--- config.mk ---
export PLATFORM = sky130hd
export DESIGN_NAME = branch_predictor
export DESIGN_NICKNAME = d
export VERILOG_FILES = /design/src/rtl/branch_predictor.sv
export SDC_FILE = /design/constraint.sdc
export NUM_CORES = 2
export LEC_CHECK = 0
export CAP_MARGIN = 10
export CORE_MARGIN = 2
export CORE_UTILIZATION = 57
export CTS_BUF_LIST = sky130_fd_sc_hd__clkbuf_16
export CTS_CLUSTER_SIZE = 12
export DETAILED_ROUTE_END_ITERATION = 8
export GPL_TIMING_DRIVEN = 1
export MAX_ROUTING_LAYER = met4
export PLACE_DENSITY = 0.85
export REMOVE_ABC_BUFFERS = 1
export SLEW_MARGIN = 5
export SYNTH_ARGS = -nofsm -noshare
export SYNTH_HDL_FRONTEND = slang
export SYNTH_SLANG_ARGS = --single-unit
--- constraint.sdc ---
create_clock -name clk -period 5.9 [get_ports clk]
set_clock_uncertainty 0.1 [all_clocks]
set_input_delay 1.18 -clock clk [delete_from_list [all_inputs] [get_ports clk]]
set_output_delay 1.18 -clock clk [all_outputs]
set_load 0.01 [all_outputs]
--- src/rtl/branch_predictor.sv ---
// Direct-mapped saturating-counter predictor with a tagged target buffer and a 1-cycle registered lookup.
// Optional build macro BP_GSHARE_EN adds a global history register XORed into the table index.
module branch_predictor #(
    parameter int ENTRIES  = 64,
    parameter int CNT_BITS = 2,
    parameter int TAG_BITS = 8,
    parameter int GHR_BITS = 6
) (
    input  logic                clk,
    input  logic                rst,
    input  logic                bp_enable,
    output logic                ready,
    input  logic                lk_valid,
    input  logic [31:0]         lk_pc,
    input  logic                lk_stall,
    output logic                pred_taken,
    output logic [31:0]         pred_target,
    output logic [GHR_BITS-1:0] pred_hist,
    input  logic                upd_valid,
    input  logic [31:0]         upd_pc,
    input  logic                upd_taken,
    input  logic [31:0]         upd_target,
    input  logic [GHR_BITS-1:0] upd_hist
);
    localparam int IDX_BITS = $clog2(ENTRIES);
    localparam logic [CNT_BITS-1:0] WNT  = CNT_BITS'((1 << (CNT_BITS - 1)) - 1);
    localparam logic [CNT_BITS-1:0] WT   = CNT_BITS'(1 << (CNT_BITS - 1));
    localparam logic [CNT_BITS-1:0] CMAX = '1;

    typedef enum logic {INIT, RUN} state_t;

    state_t              state, next_state;
    logic [IDX_BITS-1:0] sweep;

    logic                v_mem   [ENTRIES];
    logic [TAG_BITS-1:0] tag_mem [ENTRIES];
    logic [CNT_BITS-1:0] cnt_mem [ENTRIES];
    logic [31:0]         tgt_mem [ENTRIES];

    logic [IDX_BITS-1:0] lk_idx, up_idx;
    logic [TAG_BITS-1:0] lk_tag, up_tag;
    logic [GHR_BITS-1:0] hist_now;
    logic                lk_hit, up_hit;
    logic                unused_inputs;

    assign lk_tag = lk_pc[2+IDX_BITS +: TAG_BITS];
    assign up_tag = upd_pc[2+IDX_BITS +: TAG_BITS];

`ifdef BP_GSHARE_EN
    logic [GHR_BITS-1:0] ghr;

    // History shifts only on updates the table actually accepts.
    always_ff @(posedge clk) begin
        if (!rst || state == INIT)
            ghr <= '0;
        else if (upd_valid)
            ghr <= GHR_BITS'({ghr, upd_taken});
    end

    assign lk_idx        = lk_pc[2 +: IDX_BITS] ^ IDX_BITS'(ghr);
    assign up_idx        = upd_pc[2 +: IDX_BITS] ^ IDX_BITS'(upd_hist);
    assign hist_now      = ghr;
    assign unused_inputs = ^upd_pc;
`else
    assign lk_idx        = lk_pc[2 +: IDX_BITS];
    assign up_idx        = upd_pc[2 +: IDX_BITS];
    assign hist_now      = '0;
    assign unused_inputs = ^{upd_pc, upd_hist};
`endif

    assign lk_hit = v_mem[lk_idx] && (tag_mem[lk_idx] == lk_tag);
    assign up_hit = v_mem[up_idx] && (tag_mem[up_idx] == up_tag);

    always_ff @(posedge clk) begin
        if (!rst) begin
            state <= INIT;
            sweep <= '0;
        end else begin
            state <= next_state;
            if (state == INIT)
                sweep <= sweep + 1'b1;
        end
    end

    always_comb begin
        next_state = state;
        if (state == INIT && sweep == IDX_BITS'(ENTRIES - 1))
            next_state = RUN;
    end

    always_comb begin
        ready = (state == RUN);
    end

    // Table writes: the init sweep clears one entry per cycle, training happens only in RUN.
    always_ff @(posedge clk) begin
        if (rst && state == INIT) begin
            v_mem[sweep]   <= 1'b0;
            cnt_mem[sweep] <= WNT;
        end else if (rst && state == RUN && upd_valid) begin
            if (up_hit) begin
                if (upd_taken) begin
                    if (cnt_mem[up_idx] != CMAX)
                        cnt_mem[up_idx] <= cnt_mem[up_idx] + 1'b1;
                    tgt_mem[up_idx] <= upd_target;
                end else if (cnt_mem[up_idx] != '0) begin
                    cnt_mem[up_idx] <= cnt_mem[up_idx] - 1'b1;
                end
            end else if (upd_taken) begin
                v_mem[up_idx]   <= 1'b1;
                tag_mem[up_idx] <= up_tag;
                cnt_mem[up_idx] <= WT;
                tgt_mem[up_idx] <= upd_target;
            end
        end
    end

    // Reads see pre-edge table contents, so a same-cycle update is not visible until the next lookup.
    always_ff @(posedge clk) begin
        if (!rst || state == INIT) begin
            pred_taken  <= 1'b0;
            pred_target <= '0;
            pred_hist   <= '0;
        end else if (!lk_stall) begin
            pred_taken  <= lk_valid & bp_enable & lk_hit & cnt_mem[lk_idx][CNT_BITS-1];
            pred_target <= (lk_valid && lk_hit) ? tgt_mem[lk_idx] : lk_pc + 32'd4;
            pred_hist   <= hist_now;
        end
    end
endmodule

==> results.txt <==
The die span in x came out at 452.6 µm. In the post-synthesis netlist, the cell with the most instances is sky130_fd_sc_hd__edfxtp_1. The post-synthesis cell type with the largest combined area is sky130_fd_sc_hd__edfxtp_1. The number of nets in the finished design came out at 6048. The number of DRC markers after the initial detailed-route iteration is 14209. The iteration count of the initial detailed-routing pass came out at 7. The met1 wire length is 115.2 mm. The floorplan step defined a core boundary enclosing 199900 µm². The kind of critical path is in2reg. The worst hold path was traced through 2 stages. Once the floorplan was initialized, standard cells occupied between 50% and 60% of the core.

The die outline area is 204900 µm². The run finished with clean final reports. The final wirelength came out at 387.1 mm. The top cell type's share of synthesized area came out at 72.04%. The pre-CTS setup slack came out at -389.7 ps. The yosys synthesis warning count came out at 0. The highest net fanout along the worst path is 30. In this design, the critical path's most frequently occurring cell is sky130_fd_sc_hd__buf_4.

The share of the clock period used by the worst path after layout came out at approximately 100%. Sequential elements use 72.73% of the synthesized area. The minimum setup slack in the final design is around 140 ps. The critical path buffer and inverter count is 6.

The largest net degree at the start of global routing came out at ~110. For this design the static power due to leakage is 41.36 nW. The worst setup path is captured at a register.

The layout overhead on the synthesized area is 13.55%. The number of storage elements in the synthesis netlist is between 2000 and 3000. The max-slew violation count is 0. The post-layout minimum cycle time came out at 5760 ps. The element type at the critical path start is an input port. The clock slew seen by the registers of the worst setup and hold paths is about 60 ps. The largest stage delay on the critical path is 890 ps. The mean instance size in the synthesized netlist came out at 20.90 µm².

The total of hold buffers inserted after clock tree synthesis is 0. Setup repair after global routing left no endpoint under its margin. The largest voltage drop on the vdd net is 0.4494 mV. Yosys mapped a number of flops with a built-in enable equal to 2752. The cell depth of the worst flop-to-flop path came out at 15.

The count of cells resized by post-cts repair came out at 0. In this run the top signal layer used is met4. The reg-to-reg setup timing slack came out at 400 ps. The longest clock path from root to sink contains 4 buffers.

After the flow finishes, the layout carries non-filler instances totaling around 8800. The number of vias in the routed layout came out at slightly below 70000. The hold slack came out at 368.5 ps.

In the detailed route, the total length drawn on met2 is 181.2 mm. The worst hold path terminates at pred_taken$_SDFFE_PP0N_. The final-layout fill cell count came out at approximately 12000. CTS built an H-tree with a depth of 5. The transition time at the pin with the least slew margin came out at roughly 1400 ps. The data required time of the worst path is 6280 ps. Synthesis handed over a netlist of approximately 5500 instances. The initial antenna violation count came out at 52. The final core utilization is 65.18%. For the final routed database, the setup TNS stands at 0 ps.

After synthesis, the most frequently instantiated cells are sky130_fd_sc_hd__edfxtp_1, sky130_fd_sc_hd__mux4_2, sky130_fd_sc_hd__nor2_1. The latest clock arrival within the worst-skew pair came out at 960 ps. The count of nets left with antenna violations once routing finished came out at 0. The final number of hold-violating endpoints came out at 0. For this run, the leading register cell type out of synthesis is sky130_fd_sc_hd__edfxtp_1. In this run the tightest slew margin relative to its limit is 4.712%. The number of distinct library cells after synthesis came out at 81. The total number of placement rows is 164. In the global route stage, overall resource usage came out at 38.60%. The final weighted congestion in routability-driven placement is approximately 1.0. The slowest cell on the critical path is sky130_fd_sc_hd__nor2_1. The worst register-to-register path begins at tag_mem[63][4]$_DFFE_PP_. The mapped netlist covers 114700 µm². The cell sitting at the root of the clock tree is a sky130_fd_sc_hd__clkbuf_16. The total DRC errors in the routed layout is 0. Measured along the y axis, the die boundary spans 452.6 µm. The post-DP HPWL came out at 214.8 mm. The boundary pin count is 149. In this run the worst setup path begins at upd_pc[2]. The fraction of layout instances using a drive strength above 1 is between 20% and 30%. The worst reg2reg path endpoint is tag_mem[44][0]$_DFFE_PP_. The final count of negative-setup-slack endpoints is 0.

The power density over the cells came out at 317.8 nW/µm². The number of vias per cell is 7.718. The number of clock sinks came out at approximately 2800. TritonCTS built the clock tree.

The wire length of the first global-routing pass is about 530 mm. Traced cell by cell, the critical path runs through buf_8 > mux4_2 > and3_1 > a31oi_1 > buf_4 > o2111ai_1 > buf_4 > a211oi_1 > xnor2_1 > a211oi_1 > buf_4 > and3_1 > buf_4 > buf_12 > nand2b_1 > nor2_1. Yosys attributes the largest share of cell area to sky130_fd_sc_hd__edfxtp_1, sky130_fd_sc_hd__mux4_2, sky130_fd_sc_hd__mux2i_1, sky130_fd_sc_hd__nor2_1, sky130_fd_sc_hd__dfxtp_1. The via count of the first global-routing pass is 66152. The instance count after placement with tap cells included came out at 8287. Once the clock tree was built, the setup fixing pass inserted 0 buffers. The count of input and output buffers came out at 118.

The worst min-delay path startpoint is pred_taken$_SDFFE_PP0N_. Among cell families on the critical path, the largest total delay comes from simple AND/OR/NAND/NOR gates. The number of maximum-capacitance constraint violations is 0. The total clock buffers created by CTS is ~300. The worst hold path belongs to the class reg2reg. The worst endpoint data arrival time came out at 6140 ps. After detailed routing, the average wire length per cell comes to 44.03 µm. After global routing the overflow that remains totals 0.

The highest attainable clock frequency is 0.1736 GHz. The routed wire length on met3 is 57.67 mm. The fraction of registers with async set/reset came out at 0%.
[cell type report]
cell class                      instances  area (µm²)  share of cell area [%]
Clock buffer                          302        7557                   5.802
Sequential cell                      2792       83440                   64.06
Tap cell                             2656        3323                   2.551
Clock inverter                        142       701.9                  0.5389
Multi-Input combinational cell       2321       30080                   23.09
Timing Repair Buffer                  510        4964                   3.810
Antenna cell                           55       137.6                  0.1057
Inverter                               15       63.81                 0.04899
[registers in the layout (all words and copies together) (netlist names)]
signal and cells:
tag_mem 512, cnt_mem 128, sweep 6, tgt_mem 2048, ready 1, v_mem 64, pred_taken 1, pred_target 32
[power by group]
group	internal [mW]	leakage [nW]	switching [mW]
registers	21.8	25.4	0.00625
logic	0.961	11.6	1.69
clock network	9.31	4.40	7.68
[metal layers]
layer	up-vias	GRT usage, %
met1	33835	45.70
met2	7963	57.82
li1	24183	-
met3	1885	12.14
met5	-	-
met4	0	24.40
[worst max path at each step]
stage	endpoint	slack (ps)	cells past startpoint
global placement	tag_mem[53][4]$_DFFE_PP_	-390	16
floorplan	pred_target[0]$_SDFFE_PP0N_	-1220	10
CTS	tag_mem[53][7]$_DFFE_PP_	490	16
global route	tag_mem[44][1]$_DFFE_PP_	160	16
detailed placement	tag_mem[53][7]$_DFFE_PP_	-390	16
finish	tag_mem[44][0]$_DFFE_PP_	140	16
[worst reg2reg max path: cells and delay by family (launching register included)]
| family | cells | cell delay (ps) |
|---|---|---|
| compound gates | 4 | 1420 |
| xor+xnor | 1 | 200 |
| buf+inv | 5 | 850 |
| flops | 1 | 400 |
| mux | 1 | 480 |
| simple gates | 4 | 1570 |
[through the flow]
step                      area, µm²  power, mW
after floorplan              113000      23.20
after global placement       121700      24.52
after detailed placement     121700      24.63
after CTS                    130000      41.18
after global routing         130200      42.02
final                        130300      41.40
[logic make-up (layout without fill, tap and decap cells)]
kind of cell    after synthesis  count (layout)  synth area share, %
mux                        1130            1130                19.73
simple gates                678             678                2.730
buf+inv                     382             969                1.559
other cells                   1              61             0.003269
compound gates              463             463                2.903
flops                      2792            2792                72.73
xor+xnor                     42              42               0.3207
fa+ha+maj                     2               2              0.02181
[cells in the final DEF, fill, tap and decap left out, types with 28 or more instances in the layout]
| master | instances |
|---|---|
| sky130_fd_sc_hd__edfxtp_1 | 2752 |
| sky130_fd_sc_hd__buf_4 | 315 |
| sky130_fd_sc_hd__o22ai_1 | 53 |
| sky130_fd_sc_hd__nor2_1 | 200 |
| sky130_fd_sc_hd__dfxtp_1 | 40 |
| sky130_fd_sc_hd__nor3_1 | 36 |
| sky130_fd_sc_hd__mux2_2 | 46 |
| sky130_fd_sc_hd__a22oi_1 | 71 |
| sky130_fd_sc_hd__xnor2_1 | 29 |
| sky130_fd_sc_hd__nand3_1 | 53 |
| sky130_fd_sc_hd__nand2_1 | 173 |
| sky130_fd_sc_hd__buf_2 | 39 |
| sky130_fd_sc_hd__clkdlybuf4s50_1 | 69 |
| sky130_fd_sc_hd__inv_1 | 110 |
| sky130_fd_sc_hd__mux4_2 | 887 |
| sky130_fd_sc_hd__clkbuf_16 | 302 |
| sky130_fd_sc_hd__o31ai_1 | 35 |
| sky130_fd_sc_hd__nor2_4 | 64 |
| sky130_fd_sc_hd__clkinv_1 | 28 |
| sky130_fd_sc_hd__mux2i_1 | 186 |
| sky130_fd_sc_hd__o21ai_0 | 69 |
| sky130_fd_sc_hd__buf_12 | 82 |
| sky130_fd_sc_hd__a21oi_1 | 56 |
| sky130_fd_sc_hd__diode_2 | 55 |
| sky130_fd_sc_hd__a221oi_1 | 50 |
No activity file was read; power rests on OpenSTA's default activity.
